`config.mk`:
```
export PLATFORM = sky130hd
export DESIGN_NAME = sd_init_ctrl_flat
export DESIGN_NICKNAME = d
export VERILOG_FILES = /design/src/rtl/sd_init_pkg.sv /design/src/rtl/sd_init_ctrl_if.sv /design/src/rtl/sd_spi_txn.sv /design/src/rtl/sd_init_ctrl.sv /design/src/flat_wrapper.sv
export SDC_FILE = /design/constraint.sdc
export NUM_CORES = 1
export LEC_CHECK = 0
export ABC_AREA = 0
export CAP_MARGIN = 30
export CORE_MARGIN = 3
export CORE_UTILIZATION = 47
export DETAILED_ROUTE_END_ITERATION = 10
export DONT_BUFFER_PORTS = 1
export HOLD_SLACK_MARGIN = 0.02
export PLACE_DENSITY = 0.59
export SKIP_LAST_GASP = 1
export SYNTH_ARGS = -nofsm -noshare
export SYNTH_HDL_FRONTEND = slang
export SYNTH_SLANG_ARGS = --single-unit
```
`constraint.sdc`:
```
create_clock -name clk -period 5.2 [get_ports clk]
set_input_delay 0.52 -clock clk [delete_from_list [all_inputs] [get_ports clk]]
set_output_delay 0.52 -clock clk [all_outputs]
set_load 0.01 [all_outputs]
```
`src/rtl/sd_init_pkg.sv`:
```
// SD card SPI-mode init: shared constants, state/error enums and the
// command-frame builder.
package sd_init_pkg;

    localparam logic [5:0] IDX_CMD0   = 6'd0;
    localparam logic [5:0] IDX_CMD8   = 6'd8;
    localparam logic [5:0] IDX_CMD55  = 6'd55;
    localparam logic [5:0] IDX_ACMD41 = 6'd41;
    localparam logic [5:0] IDX_CMD58  = 6'd58;

    // crc7 fields; with the stop bit the last frame byte is 0x95 / 0x87
    localparam logic [6:0] CRC_CMD0 = 7'h4A;
    localparam logic [6:0] CRC_CMD8 = 7'h43;
    localparam logic [6:0] CRC_OFF  = 7'h00;

    localparam logic [31:0] ARG_NONE   = 32'h0000_0000;
    localparam logic [31:0] ARG_CMD8   = 32'h0000_01AA;
    localparam logic [31:0] ARG_ACMD41 = 32'h4000_0000;

    localparam logic [9:0] NB_R1 = 10'd1;
    localparam logic [9:0] NB_R7 = 10'd5;

    typedef enum logic [3:0] {
        S_IDLE,
        S_PWRUP,
        S_CMD0,
        S_CMD8,
        S_CMD55,
        S_ACMD41,
        S_CMD58,
        S_DONE,
        S_ERR
    } state_e;

    typedef enum logic [2:0] {
        T_IDLE,
        T_ISSUE,
        T_WACC,
        T_WEND,
        T_DONE
    } txn_e;

    typedef enum logic [2:0] {
        ERR_NONE,
        ERR_PWR,
        ERR_CMD0,
        ERR_CMD8,
        ERR_V1,
        ERR_ACMD41,
        ERR_CMD58,
        ERR_TMO
    } err_e;

    typedef logic [4:0][7:0] resp_t;

    function automatic logic [47:0] build_frame(
        input logic [5:0]  idx,
        input logic [31:0] arg,
        input logic [6:0]  crc7
    );
        return {2'b01, idx, arg, crc7, 1'b1};
    endfunction

endpackage

```
`src/rtl/sd_init_ctrl_if.sv`:
```
// Command/response link between the init sequencer and the SPI
// output engine.
interface sd_init_ctrl_if;

    logic [47:0] spi_cmd_data;
    logic        spi_cmd;
    logic [9:0]  spi_bytes_expected;
    logic        spi_busy;
    logic        spi_error;
    logic [7:0]  spi_response;
    logic        spi_avail;

    modport master (
        output spi_cmd_data,
        output spi_cmd,
        output spi_bytes_expected,
        input  spi_busy,
        input  spi_error,
        input  spi_response,
        input  spi_avail
    );

    modport slave (
        input  spi_cmd_data,
        input  spi_cmd,
        input  spi_bytes_expected,
        output spi_busy,
        output spi_error,
        output spi_response,
        output spi_avail
    );

endinterface

```
`src/rtl/sd_spi_txn.sv`:
```
// One SPI command transaction: issue, accept, end/timeout, capture of
// the first five response bytes and a one-cycle ok/fail status.
module sd_spi_txn
    import sd_init_pkg::*;
#(
    parameter int RESP_TMO = 4096
)(
    input  logic           clk,
    input  logic           res,
    input  logic           i_go,
    input  logic [47:0]    i_frame,
    input  logic [9:0]     i_nbytes,
    output logic           o_done,
    output logic           o_ok,
    output logic           o_tmo,
    output resp_t          o_resp,
    sd_init_ctrl_if.master spi
);

    localparam int TW = $clog2(RESP_TMO + 1);

    txn_e        r_ph;
    txn_e        w_ph_nxt;
    logic [47:0] r_frame;
    logic [9:0]  r_nbytes;
    logic        r_cmd;
    logic [9:0]  r_cnt;
    logic [TW-1:0] r_tcnt;
    logic        r_err;
    logic        r_to;
    resp_t       r_resp;
    logic        w_wait;
    logic        w_tlast;
    logic        w_to;

    assign w_wait  = (r_ph == T_WACC) || (r_ph == T_WEND);
    assign w_tlast = (r_tcnt == TW'(RESP_TMO - 1));

    always_ff @(posedge clk) begin
        if (res) r_ph <= T_IDLE;
        else     r_ph <= w_ph_nxt;
    end

    always_comb begin
        w_ph_nxt = r_ph;
        w_to     = 1'b0;
        unique case (r_ph)
            T_IDLE:  if (i_go) w_ph_nxt = T_ISSUE;
            T_ISSUE: if (!spi.spi_busy) w_ph_nxt = T_WACC;
            T_WACC: begin
                if (spi.spi_busy) begin
                    w_ph_nxt = T_WEND;
                end else if (w_tlast) begin
                    w_ph_nxt = T_DONE;
                    w_to     = 1'b1;
                end
            end
            T_WEND: begin
                if (!spi.spi_busy) begin
                    w_ph_nxt = T_DONE;
                end else if (w_tlast) begin
                    w_ph_nxt = T_DONE;
                    w_to     = 1'b1;
                end
            end
            T_DONE:  w_ph_nxt = T_IDLE;
            default: w_ph_nxt = T_IDLE;
        endcase
    end

    always_ff @(posedge clk) begin
        if (res) begin
            r_frame  <= '0;
            r_nbytes <= '0;
            r_cmd    <= 1'b0;
            r_cnt    <= '0;
            r_tcnt   <= '0;
            r_err    <= 1'b0;
            r_to     <= 1'b0;
            r_resp   <= '0;
        end else begin
            r_cmd <= (r_ph == T_ISSUE) && !spi.spi_busy;
            if ((r_ph == T_IDLE) && i_go) begin
                r_frame  <= i_frame;
                r_nbytes <= i_nbytes;
            end
            if (r_ph == T_ISSUE) begin
                r_cnt  <= '0;
                r_tcnt <= '0;
                r_err  <= 1'b0;
                r_to   <= 1'b0;
                r_resp <= '0;
            end
            // bytes and errors still count on the cycle busy falls
            if (w_wait) begin
                r_tcnt <= r_tcnt + 1'b1;
                if (spi.spi_error) r_err <= 1'b1;
                if (w_to) r_to <= 1'b1;
                if (spi.spi_avail) begin
                    if (r_cnt < 10'd5)
                        r_resp[r_cnt[2:0]] <= spi.spi_response;
                    if (r_cnt != '1)
                        r_cnt <= r_cnt + 1'b1;
                end
            end
        end
    end

    assign o_done = (r_ph == T_DONE);
    assign o_ok   = !r_err && !r_to && (r_cnt >= r_nbytes);
    assign o_tmo  = r_to;
    assign o_resp = r_resp;

    assign spi.spi_cmd_data       = r_frame;
    assign spi.spi_cmd            = r_cmd;
    assign spi.spi_bytes_expected = r_nbytes;

endmodule

```
`src/rtl/sd_init_ctrl.sv`:
```
// SPI-mode SD init sequencer: CMD0, CMD8, CMD55/ACMD41 polling, CMD58,
// with per-command retries, then switches the SD clock to fast.
module sd_init_ctrl
    import sd_init_pkg::*;
#(
    parameter int PWRUP_CYC   = 1000,
    parameter int RESP_TMO    = 4096,
    parameter int CMD_RETRIES = 3,
    parameter int ACMD41_MAX  = 1000
)(
    input  logic           clk,
    input  logic           res,
    input  logic           start,
    output logic           init_done,
    output logic           init_error,
    output logic [2:0]     err_code,
    output logic           card_hc,
    output logic           speed,
    sd_init_ctrl_if.master spi
);

    localparam int PW = $clog2(PWRUP_CYC + 1);
    localparam int RW = $clog2(CMD_RETRIES + 1);
    localparam int AW = $clog2(ACMD41_MAX + 1);

    state_e        r_st, w_st;
    logic [PW-1:0] r_pw, w_pw;
    logic [RW-1:0] r_retry, w_retry;
    logic [AW-1:0] r_round, w_round;
    logic          r_done, w_done;
    logic          r_err, w_err;
    err_e          r_code, w_code, w_fcode;
    logic          r_hc, w_hc;
    logic          r_speed, w_speed;
    logic          w_fail;

    logic          w_go;
    logic [47:0]   w_frame;
    logic [9:0]    w_nb;
    logic          w_tdone;
    logic          w_tok;
    logic          w_tto;
    resp_t         w_resp;
    logic [7:0]    w_r1;
    logic          w_r7_ok;
    logic          w_unused;

    assign w_r1     = w_resp[0];
    assign w_r7_ok  = (w_resp[3][3:0] == 4'h1) && (w_resp[4] == 8'hAA);
    assign w_unused = ^{w_resp[3][7:4], w_resp[2], w_resp[1][5:0]};

    sd_spi_txn #(
        .RESP_TMO (RESP_TMO)
    ) u_txn (
        .clk      (clk),
        .res      (res),
        .i_go     (w_go),
        .i_frame  (w_frame),
        .i_nbytes (w_nb),
        .o_done   (w_tdone),
        .o_ok     (w_tok),
        .o_tmo    (w_tto),
        .o_resp   (w_resp),
        .spi      (spi)
    );

    always_comb begin
        w_go    = 1'b1;
        w_nb    = NB_R1;
        w_frame = build_frame(IDX_CMD0, ARG_NONE, CRC_CMD0);
        unique case (r_st)
            S_CMD0: begin
                w_frame = build_frame(IDX_CMD0, ARG_NONE, CRC_CMD0);
            end
            S_CMD8: begin
                w_frame = build_frame(IDX_CMD8, ARG_CMD8, CRC_CMD8);
                w_nb    = NB_R7;
            end
            S_CMD55: begin
                w_frame = build_frame(IDX_CMD55, ARG_NONE, CRC_OFF);
            end
            S_ACMD41: begin
                w_frame = build_frame(IDX_ACMD41, ARG_ACMD41, CRC_OFF);
            end
            S_CMD58: begin
                w_frame = build_frame(IDX_CMD58, ARG_NONE, CRC_OFF);
                w_nb    = NB_R7;
            end
            default: w_go = 1'b0;
        endcase
    end

    always_ff @(posedge clk) begin
        if (res) begin
            r_st    <= S_IDLE;
            r_pw    <= '0;
            r_retry <= '0;
            r_round <= '0;
            r_done  <= 1'b0;
            r_err   <= 1'b0;
            r_code  <= ERR_NONE;
            r_hc    <= 1'b0;
            r_speed <= 1'b0;
        end else begin
            r_st    <= w_st;
            r_pw    <= w_pw;
            r_retry <= w_retry;
            r_round <= w_round;
            r_done  <= w_done;
            r_err   <= w_err;
            r_code  <= w_code;
            r_hc    <= w_hc;
            r_speed <= w_speed;
        end
    end

    always_comb begin
        w_st    = r_st;
        w_pw    = r_pw;
        w_retry = r_retry;
        w_round = r_round;
        w_done  = r_done;
        w_err   = r_err;
        w_code  = r_code;
        w_hc    = r_hc;
        w_speed = r_speed;
        w_fail  = 1'b0;
        w_fcode = ERR_NONE;
        unique case (r_st)
            S_IDLE: begin
                if (start) begin
                    w_st = S_PWRUP;
                    w_pw = '0;
                end
            end
            S_PWRUP: begin
                if (r_pw == PW'(PWRUP_CYC - 1)) begin
                    w_st    = S_CMD0;
                    w_retry = '0;
                end else begin
                    w_pw = r_pw + 1'b1;
                end
            end
            S_CMD0: if (w_tdone) begin
                w_fcode = ERR_CMD0;
                if (w_tok && (w_r1 == 8'h01)) begin
                    w_st    = S_CMD8;
                    w_retry = '0;
                end else begin
                    w_fail = 1'b1;
                end
            end
            S_CMD8: if (w_tdone) begin
                w_fcode = ERR_CMD8;
                if (!w_tok) begin
                    w_fail = 1'b1;
                end else if ((w_r1 == 8'h01) && w_r7_ok) begin
                    w_st    = S_CMD55;
                    w_retry = '0;
                    w_round = '0;
                end else begin
                    // illegal-command bit: a v1 card, which we do not support
                    w_st   = S_ERR;
                    w_err  = 1'b1;
                    w_code = w_r1[2] ? ERR_V1 : ERR_CMD8;
                end
            end
            S_CMD55: if (w_tdone) begin
                w_fcode = ERR_ACMD41;
                if (w_tok && (w_r1[7:1] == 7'h00)) begin
                    w_st    = S_ACMD41;
                    w_retry = '0;
                end else begin
                    w_fail = 1'b1;
                end
            end
            S_ACMD41: if (w_tdone) begin
                w_fcode = ERR_ACMD41;
                if (w_tok && (w_r1 == 8'h00)) begin
                    w_st    = S_CMD58;
                    w_retry = '0;
                end else if (w_tok && (w_r1 == 8'h01)) begin
                    w_round = r_round + 1'b1;
                    w_retry = '0;
                    if (w_round == AW'(ACMD41_MAX)) begin
                        w_st   = S_ERR;
                        w_err  = 1'b1;
                        w_code = ERR_ACMD41;
                    end else begin
                        w_st = S_CMD55;
                    end
                end else begin
                    w_fail = 1'b1;
                end
            end
            S_CMD58: if (w_tdone) begin
                w_fcode = ERR_CMD58;
                if (w_tok && (w_r1 == 8'h00)) begin
                    if (w_resp[1][7]) begin
                        w_st    = S_DONE;
                        w_hc    = w_resp[1][6];
                        w_done  = 1'b1;
                        w_speed = 1'b1;
                    end else begin
                        w_st   = S_ERR;
                        w_err  = 1'b1;
                        w_code = ERR_CMD58;
                    end
                end else begin
                    w_fail = 1'b1;
                end
            end
            S_DONE, S_ERR: begin
                if (start) begin
                    w_st    = S_PWRUP;
                    w_pw    = '0;
                    w_done  = 1'b0;
                    w_err   = 1'b0;
                    w_code  = ERR_NONE;
                    w_speed = 1'b0;
                end
            end
            default: w_st = S_IDLE;
        endcase
        if (w_fail) begin
            if (w_tto) w_fcode = ERR_TMO;
            if (r_retry >= RW'(CMD_RETRIES - 1)) begin
                w_st   = S_ERR;
                w_err  = 1'b1;
                w_code = w_fcode;
            end else begin
                w_retry = r_retry + 1'b1;
            end
        end
    end

    assign init_done  = r_done;
    assign init_error = r_err;
    assign err_code   = r_code;
    assign card_hc    = r_hc;
    assign speed      = r_speed;

endmodule

```
`src/flat_wrapper.sv`:
```
// flat-port wrapper written by rule: the top's interface ports become plain ports
module sd_init_ctrl_flat import sd_init_pkg::*;
#(
    parameter int PWRUP_CYC   = 1000,
    parameter int RESP_TMO    = 4096,
    parameter int CMD_RETRIES = 3,
    parameter int ACMD41_MAX  = 1000
)
  (clk, res, start, init_done, init_error, err_code, card_hc, speed, spi_spi_cmd_data, spi_spi_cmd, spi_spi_bytes_expected, spi_spi_busy, spi_spi_error, spi_spi_response, spi_spi_avail);
  sd_init_ctrl_if spi_i ();
  input  logic clk;
  input  logic res;
  input  logic start;
  output logic init_done;
  output logic init_error;
  output logic [2:0] err_code;
  output logic card_hc;
  output logic speed;
  output wire logic [$bits(spi_i.spi_cmd_data)-1:0] spi_spi_cmd_data;
  output wire logic [$bits(spi_i.spi_cmd)-1:0] spi_spi_cmd;
  output wire logic [$bits(spi_i.spi_bytes_expected)-1:0] spi_spi_bytes_expected;
  input wire logic [$bits(spi_i.spi_busy)-1:0] spi_spi_busy;
  input wire logic [$bits(spi_i.spi_error)-1:0] spi_spi_error;
  input wire logic [$bits(spi_i.spi_response)-1:0] spi_spi_response;
  input wire logic [$bits(spi_i.spi_avail)-1:0] spi_spi_avail;
  assign spi_spi_cmd_data = spi_i.spi_cmd_data;
  assign spi_spi_cmd = spi_i.spi_cmd;
  assign spi_spi_bytes_expected = spi_i.spi_bytes_expected;
  assign spi_i.spi_busy = spi_spi_busy;
  assign spi_i.spi_error = spi_spi_error;
  assign spi_i.spi_response = spi_spi_response;
  assign spi_i.spi_avail = spi_spi_avail;
  sd_init_ctrl #(.PWRUP_CYC(PWRUP_CYC), .RESP_TMO(RESP_TMO), .CMD_RETRIES(CMD_RETRIES), .ACMD41_MAX(ACMD41_MAX)) u_core (.clk(clk), .res(res), .start(start), .init_done(init_done), .init_error(init_error), .err_code(err_code), .card_hc(card_hc), .speed(speed), .spi(spi_i));
endmodule
```
* Word level (Yosys, flattened, before mapping)
Cells that the tools add are included.
** Word-level totals
- Bits in registers :: 159
- Input port bits :: 14
- Output and inout bits :: 66
- Logic and storage cells :: 222
** Operators by class
- Add/subtract/negate cells :: 5
- Order comparisons :: 5
- Eq/ne operators :: 33
- Muxes and demuxes :: 126
- Reduce and logical (&&, ||, !) cells :: 32
** Operator list (count)
- two-way mux 40 bit :: 5
- one-hot mux 46 bit (4 select lines) :: 1
- two-way mux 10 bit :: 12
- two-way mux 4 bit :: 18
- two-way mux 3 bit :: 23
- bitwise mux 40 bit :: 1
- one-hot mux 10 bit (2 select lines) :: 2
- two-way mux 1 bit :: 37
- one-hot mux 3 bit (4 select lines) :: 3
- adder 10 x 1 -> 10 bit (second input constant) :: 3
- two-way mux 2 bit :: 14
- one-hot mux 4 bit (7 select lines) :: 1
- two-way mux 13 bit :: 2
- demux 8 bit (select 3 bit) :: 1
- == test 10 bit (second input constant) :: 2
- != test 2 bit (second input constant) :: 9
- == test 4 x 3 -> 1 bit (second input constant) :: 4
- adder 13 x 1 -> 13 bit (second input constant) :: 1
- == test 13 x 12 -> 1 bit (second input constant) :: 1
- >= comparator 10 bit :: 1
- logical AND 1 bit :: 10
- < comparator 10 x 3 -> 1 bit (second input constant) :: 1
- != test 10 bit (second input constant) :: 1
- != test 2 x 1 -> 1 bit (second input constant) :: 5
- 32 further kinds :: 43

* Logic depth before layout (Yosys ltp)
Gate-level depths: netlist of the first run.
- Depth after elaboration :: 10
- Mapped depth :: 9
- Gate-level depth less buffers :: 8

* Modules after synthesis
From an unflattened synthesis of the first run, not the netlist that was laid out.
** Unflattened totals
- Cell total of the unflattened synthesis :: 951
- Area, all modules :: 7686.1 um^2
** By module, submodules not included
- sd_spi_txn :: times used 1, cells each 645, area an instance 5436.5 um^2, sequential area each 2542.4 um^2
- sd_init_ctrl :: times used 1, cells each 306, area an instance 2249.7 um^2, sequential area each 640.6 um^2

* Worst setup path before layout of the first run
OpenSTA, ideal clock, no wires.
- Path type :: register -> register
- From :: reg u_core.u_txn.r_cnt[0]
- To :: reg u_core.r_retry[1]
- Library setup time :: 69 ps
- Arrival time :: 2266 ps
- Data required time :: 5131 ps
- Path slack :: 2865 ps
- Cell stages (with the launch flop) :: 9
- Path buffers :: 0
- Period minus slack after synthesis :: 2335 ps
- Path through :: dfxtp_1 inv_1 ha_1 or3b_4 a211oi_4 a211o_2 o211ai_2 or4b_1 o21ai_1
** On the way
- Word-level cells in the longest chain between the ends :: 9
- Elaborated cells on any way between the ends :: 27
- Classes of those cells :: order compare (1); mux (22); reduce/logical (4)
** Ends and longest elaborated chain
- start: declaration :: line sd_spi_txn.sv:27 : logic [9:0] r_cnt;
- start signal: assignment :: line sd_spi_txn.sv:103 : r_cnt <= r_cnt + 1'b1;
- >= comparator 10 bit (*) :: line sd_spi_txn.sv:110 : assign o_ok = !r_err && !r_to && (r_cnt >= r_nbytes);
- logical AND 1 bit (*) :: line sd_spi_txn.sv:110
- logical AND 1 bit :: line sd_init_ctrl.sv:146, sd_init_ctrl.sv:182
- two-way mux 2 bit :: line sd_init_ctrl.sv:146, sd_init_ctrl.sv:182
- two-way mux 2 bit :: line sd_init_ctrl.sv:179 : if (w_tok && (w_r1 == 8'h00)) begin
- two-way mux 2 bit :: line sd_init_ctrl.sv:177 : S_ACMD41: if (w_tdone) begin
- one-hot mux 2 bit (5 select lines) :: line sd_init_ctrl.sv:129 : unique case (r_st)
- two-way mux 2 bit :: line sd_init_ctrl.sv:227 : if (r_retry >= RW'(CMD_RETRIES - 1)) begin
- two-way mux 2 bit (*) :: line sd_init_ctrl.sv:225 : if (w_fail) begin
- end signal: assignment :: line sd_init_ctrl.sv:107 : r_retry <= w_retry;
- end: declaration :: line sd_init_ctrl.sv:28 : logic [RW-1:0] r_retry, w_retry;
Every way passes the cells marked *; elsewhere a longest branch is shown, timed or not.
A chain may end at the register's enable or synchronous reset.

* Final worst setup path of the first run
- From :: reg u_core.u_txn.r_ph[2]
- To :: reg u_core.r_retry[0]
** On the way
- Word-level cells in the longest chain between the ends :: 5
- Elaborated cells on any way between the ends :: 14
- Classes of those cells :: eq/ne (1); mux (13)
** Ends and longest elaborated chain
- start: declaration :: line sd_spi_txn.sv:22 : txn_e r_ph;
- start signal: assignment :: line sd_spi_txn.sv:41 : else r_ph <= w_ph_nxt;
- == test 3 bit (*) :: line sd_spi_txn.sv:109 : assign o_done = (r_ph == T_DONE);
- two-way mux 2 bit, on equally long branches
- one-hot mux 2 bit (5 select lines) :: line sd_init_ctrl.sv:129
- two-way mux 2 bit :: line sd_init_ctrl.sv:227
- two-way mux 2 bit (*) :: line sd_init_ctrl.sv:225
Marked as above.

==> run metrics, run 1 <==
status completed; Core Footprint 11,080 sq um; Synth async-reset ratio 0%; top post-synthesis cells by area dfxtp_1 34%, buf_4 6.9%, a21oi_1 6.0%, nor2_1 5.8%, nand2_1 5.3%; Post-synth top cells 94 x dfxtp_1, 84 x nor2_1, 77 x nand2_1, 66 x a21oi_1, 50 x buf_4; Slew Limit Fails 0; instance count on the critical path 6; I/O pin cnt 80; CP Launch Point u_core.u_txn.r_ph[2]$_SDFFE_PP0P_; synthesized flop and latch total 94; kind of critical path flip-flop to flip-flop; clk_lat worst skew 350 ps; CTS tree done; fin crit period 2837 ps; first-pass GRT wire length 22,460 um; GPL Wtd Cong 0.9216; die span in y 113.8 um; crit-path leading delay family compound AO/OA/AOI/OAI gates; P_leak 1.845 nW; largest area contributor in the netlist dfxtp_1; full die area 12,950 sq um; CP endpoint u_core.r_retry[0]$_SDFF_PP0_; DRC viols 0; Post-synth EDFFs 0; WP buf/inv 0; initial antenna violation count 0; Worst Path Arrival 3050 ps; Worst Path Max Fanout 12; Worst-Margin Slew 838.8 ps; total of max-cap violations 0; maximum clock insertion buffer count 2; Detailed Routing Iterations Pass 1 7; num rows 38; Net Switching 0.3292 mW; most used cell along the critical path a21oi_1; clk_skew 8.249 ps; DR WL/cell 16.79 um; Hold Crit Class input port to flip-flop; Reg clk slew, reported paths 60 ps; crit share post-route 54.55%; Avg Inst Size Synth 7.694 sq um; antenna viol nets, final 0; Fin Setup TNS 0 ps; Starting Density 49.31%; worst reg2reg startpoint u_core.u_txn.r_ph[2]$_SDFFE_PP0P_; CTS HTree Levels 3; n_diodes 0; PortBufs 0; detailed placement HPWL 9708 um; Worst Reg-to-Reg Cells 6; worst-path cell chain nor3b_4 -> nand2_1 -> a21oi_1 -> a21oi_1 -> nor4_1 -> o21ai_0; Startpoint Class flip-flop; Vias/cell 5.903; clock network fraction of design power 49.2%; DRT iter0 DRCs 332; Required @ worst endpoint 5410 ps; PwrDens 265.8 nW/um^2; top cell type's share of synthesized area 34.45%; Hold Fails Final Rpt 0; gr ovfl total 0; Net Sw Frac 22.00%; CP max stage delay 680 ps; Setup Viol. Count Final 0; Unique masters post-synth 74; vias in the first global route 4,390; cts repair resizes 0; Post-CTS Hold Buffers 0; Fmax 352.5 MHz; Mapped Area 5463 sq um; Slew HR 44.08%; RSZ-0062 raised after global routing false; VDD IR max 0.1566 mV; Post-synth top flop dfxtp_1; Gate power share 2.3%; Post-CTS Setup Inserts 0; vias 4,846; Yosys warnings 0; GRT Total Usage 21.36%; Seq pwr share 48.5%; layout cells sized above 1 5.727%; sequential-to-total area share from yosys stat 34.45%; R2R setup slack 2360 ps; Num CTS Buffers 9; WL final 13,780 um; synthesized instance count 710; Root Buffer Master clkbuf_16; Crit. End Element flip-flop; largest net degree at the start of global routing 82; post-layout util 50.82%; FF-to-FF End u_core.r_retry[0]$_SDFF_PP0_; internal power 1.167 mW; top-count cell post-synth dfxtp_1; Total Nets Final 697; clock sinks 94; die width 113.8 um; Worst path slowest cell a21oi_1; Area Overhead vs Synth 3.069%
## worst min-delay path by stage
stage	cells past startpoint	from	slack, ps	endpoint
2_1_floorplan	1	u_core.u_txn.r_tcnt[12]$_SDFFE_PP0P_	440	u_core.u_txn.r_tcnt[12]$_SDFFE_PP0P_
3_3_place_gp	2	u_core.u_txn.o_resp[24]$_SDFF_PP0_	450	u_core.u_txn.o_resp[24]$_SDFF_PP0_
3_5_place_dp	2	u_core.u_txn.o_resp[24]$_SDFF_PP0_	450	u_core.u_txn.o_resp[24]$_SDFF_PP0_
4_1_cts	1	res	220	u_core.u_txn.r_cnt[3]$_SDFF_PP0_
5_1_grt	1	res	220	u_core.card_hc$_SDFFE_PP0P_
6_report	1	res	230	u_core.u_txn.r_cnt[5]$_SDFF_PP0_
## power groups by stage
stage,Sequential (mW),Combinational [mW],Clock (mW)
final,0.726,0.0351,0.735
after global routing,0.726,0.0397,0.781
after CTS,0.725,0.0340,0.752
after detailed placement,0.742,0.0337,0
after global placement,0.742,0.0335,0
after floorplan,0.739,0.0618,0
## cell families (layout without fill, tap and decap cells)
logic type               after synthesis  after routing  synth area share [%]
flip-flops                            94             94                 34.45
other                                  1             38               0.06865
AO/OA/AOI/OAI                        177            177                 21.05
XOR/XNOR                               9              9                 1.443
AND/OR/NAND/NOR                      313            313                 29.13
buffers and inverters                100             34                 10.54
multiplexers                           9              9                 1.718
adder cells (fa/ha/maj)                7              7                 1.603
## area by class of cell
type | count | area (sq um)
fill | 1099 | 5448
tap | 140 | 175.2
inverter | 15 | 56.30
sequential | 94 | 1882
clock buffer | 10 | 239.0
timing repair buffer | 3 | 40.04
clock inverter | 6 | 93.84
multi-input combinational | 553 | 3144
## cells in the final DEF (no fill, tap or decap), types with 9 or more instances in the layout
cell type	instances
nand3_1	46
conb_1	38
o21ai_0	29
nand2_1	77
and2_1	10
nand4_1	9
a31oi_1	11
a21oi_1	66
a211oi_1	9
clkbuf_16	9
inv_1	15
a311oi_1	14
nor2_1	84
dfxtp_1	94
and3_1	9
nor3_1	15
## sequential cells by signal (all words and copies together) (netlist names), 2 cells and up
| name | count |
|---|---|
| u_core.u_txn.spi.spi_bytes_expected | 2 |
| u_core.r_round | 10 |
| u_core.u_txn.r_ph | 3 |
| u_core.u_txn.r_tcnt | 13 |
| u_core.err_code | 3 |
| u_core.u_txn.spi.spi_cmd_data | 9 |
| u_core.r_st | 4 |
| u_core.r_pw | 10 |
| u_core.r_retry | 2 |
| u_core.u_txn.r_cnt | 10 |
| u_core.u_txn.o_resp | 22 |
## stage by stage
stage | hold slack, ps | total power [mW] | setup slack (ps) | cell area (sq um) | std cells
floorplan | 438.3 | 0.8008 | 2865 | 5602 | 747
global placement | 445.1 | 0.7756 | 2527 | 5265 | 803
detailed placement | 449.5 | 0.7758 | 2490 | 5298 | 805
CTS | 224.9 | 1.511 | 2464 | 5630 | 821
global route | 221.4 | 1.547 | 2224 | 5630 | 821
finish | 234.1 | 1.496 | 2363 | 5630 | 821
## metal layers
metal  vias to the layer above  global-route usage, %  part of all wire (%)
li1                       2401                      -                     -
met5                         -                      0                     0
met3                        24                  4.350                   6.3
met4                         0                  8.630                   2.2
met2                       157                  33.61                    46
met1                      2264                  28.71                    46
(Power assumes the default switching activity.)
==> run 2, diff against run 1 <==
--- a/config.mk
+++ b/config.mk
@@ -12,7 +12,7 @@
 export DETAILED_ROUTE_END_ITERATION = 10
 export DONT_BUFFER_PORTS = 1
 export HOLD_SLACK_MARGIN = 0.02
-export PLACE_DENSITY = 0.59
+export PLACE_DENSITY = 0.61
 export SKIP_LAST_GASP = 1
 export SYNTH_ARGS = -nofsm -noshare
 export SYNTH_HDL_FRONTEND = slang
==> constraint.sdc (replaced) <==
create_clock -name clk -period 2.4 [get_ports clk]
set_input_delay 0.24 -clock clk [delete_from_list [all_inputs] [get_ports clk]]
set_output_delay 0.24 -clock clk [all_outputs]
set_load 0.01 [all_outputs]
==> run 2 against run 1 <==
- via count is 5.1% higher
- combinational power grew to 3.6 times the previous value
- maximum frequency is 21% higher
- non-clock buffer count is 48 higher
- die area unchanged
- sequential share of layout area is 2.4 points lower
- utilization is 4.1 points higher
- register-to-register slack lost 2300 ps
- clock power up 130%
- total power up 130%
- cell count grew 5.8%
- flip-flop and latch count unchanged
==> run metrics, run 2 (synthesized netlist as in run 1, its figures left out) <==
full die area 12,950 sq um; crit share post-route 97.33%; Setup WS post-layout 64.01 ps; Net Sw Frac 21.75%; number of flip-flops in the largest register 22; Vias/cell 5.861; Seq pwr share 46.2%; total of max-cap violations 0; M2 GR Usage 36.28%; Setup Viol. Count Final 0; DRC viols 0; Crit. End Element flip-flop; Core Footprint 11,080 sq um; status completed; Worst Path Max Fanout 6; die width 113.8 um; instance count on the critical path 8; num rows 38; Area Overhead vs Synth 11.29%; commonest non-fill, non-tap cell in the layout dfxtp_1; vias in the first global route 4,748; PortBufs 0; Gate power share 3.8%; Finished Cell Area 6080 sq um; Startpoint Class flip-flop; I/O pin cnt 80; GRT Total Usage 22.82%; gr ovfl total 0; worst reg2reg startpoint u_core.u_txn.r_cnt[0]$_SDFF_PP0_; Starting Density 49.31%; filler instances 1,064; RSZ-0062 raised after global routing true; Worst Reg-to-Reg Cells 8; layout cells sized above 1 12.48%; fin crit period 2336 ps; clk_lat worst skew 340 ps; clock network fraction of design power 50.0%; Worst-Margin Slew 609.3 ps; largest net degree at the start of global routing 78; kind of critical path flip-flop to flip-flop; gr busiest metal met2; die span in y 113.8 um; initial antenna violation count 0; maximum clock insertion buffer count 2; Fin Hold WS 32.96 ps; WHS Path Cells 2; Fmax 428.1 MHz; DR WL/cell 16.88 um; Root Buffer Master clkbuf_16; GPL Wtd Cong 1.009; DP Worst Slack 64.18 ps; antenna viol nets, final 0; clock sinks 94; met1 global-route usage 31.09%; Hold Crit Class input port to flip-flop; Slew Limit Fails 0; Hold Crit Start spi_spi_response[2]; Reg clk slew, reported paths 70 ps; crit-path leading delay family simple AND/OR/NAND/NOR gates; VDD IR max 0.4453 mV; Worst path slowest cell or4b_1; most frequent cells in the layout 93 x dfxtp_1, 83 x nor2_1, 77 x nand2_1, 63 x a21oi_1, 46 x nand3_1; CP max stage delay 500 ps; CP Launch Point u_core.u_txn.r_cnt[0]$_SDFF_PP0_; DRT iter0 DRCs 414; WP buf/inv 1; Slew HR 59.29%; Num CTS Buffers 9; internal power 2.654 mW; Total Nets Final 745; clk_skew 5.384 ps; WL final 14,670 um; Net Switching 0.7378 mW; CTS tree done; grt met3 use 4.297%; n_diodes 0; Detailed Routing Iterations Pass 1 6; first-pass GRT wire length 24,040 um; placed instance area 5550 sq um; worst-path cell chain inv_2 -> ha_4 -> or3b_4 -> a211oi_4 -> a211o_2 -> o211ai_2 -> or4b_1 -> o21ai_1; CTS HTree Levels 3; detailed placement HPWL 10,480 um; Worst Path Arrival 2610 ps; Fin Setup TNS 0 ps; vias 5,093; post-layout util 54.88%; Hold Fails Final Rpt 0; PwrDens 557.9 nW/um^2; P_leak 2.101 nW; Required @ worst endpoint 2680 ps
==> run 2: per-stage QoR <==
step	power, mW	cells
after floorplan	1.735	747
final	3.392	869
after global placement	1.690	841
after global routing	3.513	869
after CTS	3.422	865
after detailed placement	1.690	841
==> run 2: power groups by stage <==
| stage | logic, mW | registers [mW] | clock network [mW] |
|---|---|---|---|
| finish | 0.128 | 1.57 | 1.70 |
| global route | 0.142 | 1.57 | 1.80 |
| CTS | 0.123 | 1.57 | 1.73 |
| detailed placement | 0.0858 | 1.60 | 0 |
| global placement | 0.0857 | 1.60 | 0 |
| floorplan | 0.134 | 1.60 | 0 |
==> run 2: path summary, 6_finish.rpt <==
check	endpoint	slack, ps
max	u_core.r_retry[1]$_SDFF_PP0_	60
min	u_core.u_txn.o_resp[26]$_SDFF_PP0_	30
max reg2reg	u_core.r_retry[1]$_SDFF_PP0_	60
min reg2reg	u_core.u_txn.o_resp[35]$_SDFF_PP0_	460
==> run 2: repair_timing <==
item / 4_1_cts / 5_1_grt
hold buffers: 8 / 0
resized for setup: 0 / 12
setup buffers: 0 / 4
endpoints found under the setup margin: 0 / 20
endpoints found under the hold margin: 77 / 0
==> run 2: worst register-to-register path, delay by kind of cell, from the launching register on <==
family,cells,cell delay (ps)
DFF,1,330
adders and majority gates,1,230
AOI/OAI and AO/OA,4,780
and+or+nand+nor,2,900
buffers and inverters,1,50
==> run 2: cell type report <==
type	count	area, sq um	share of cell area (%)
multi-input cells	553	3189	52.46
flip-flops and latches	94	1883	30.97
repair buffers	51	420.4	6.915
clock buffers	10	239.0	3.931
well taps	140	175.2	2.881
clock inverters	6	116.4	1.914
inverters	15	56.30	0.9261
==> run 2: metal layers <==
layer,routed length [um],part of all wire [%],vias up
met5,0,0,-
met2,6901,47,160
met4,269,1.8,0
met3,915,6.2,21
met1,6581,45,2403
li1,-,-,2509
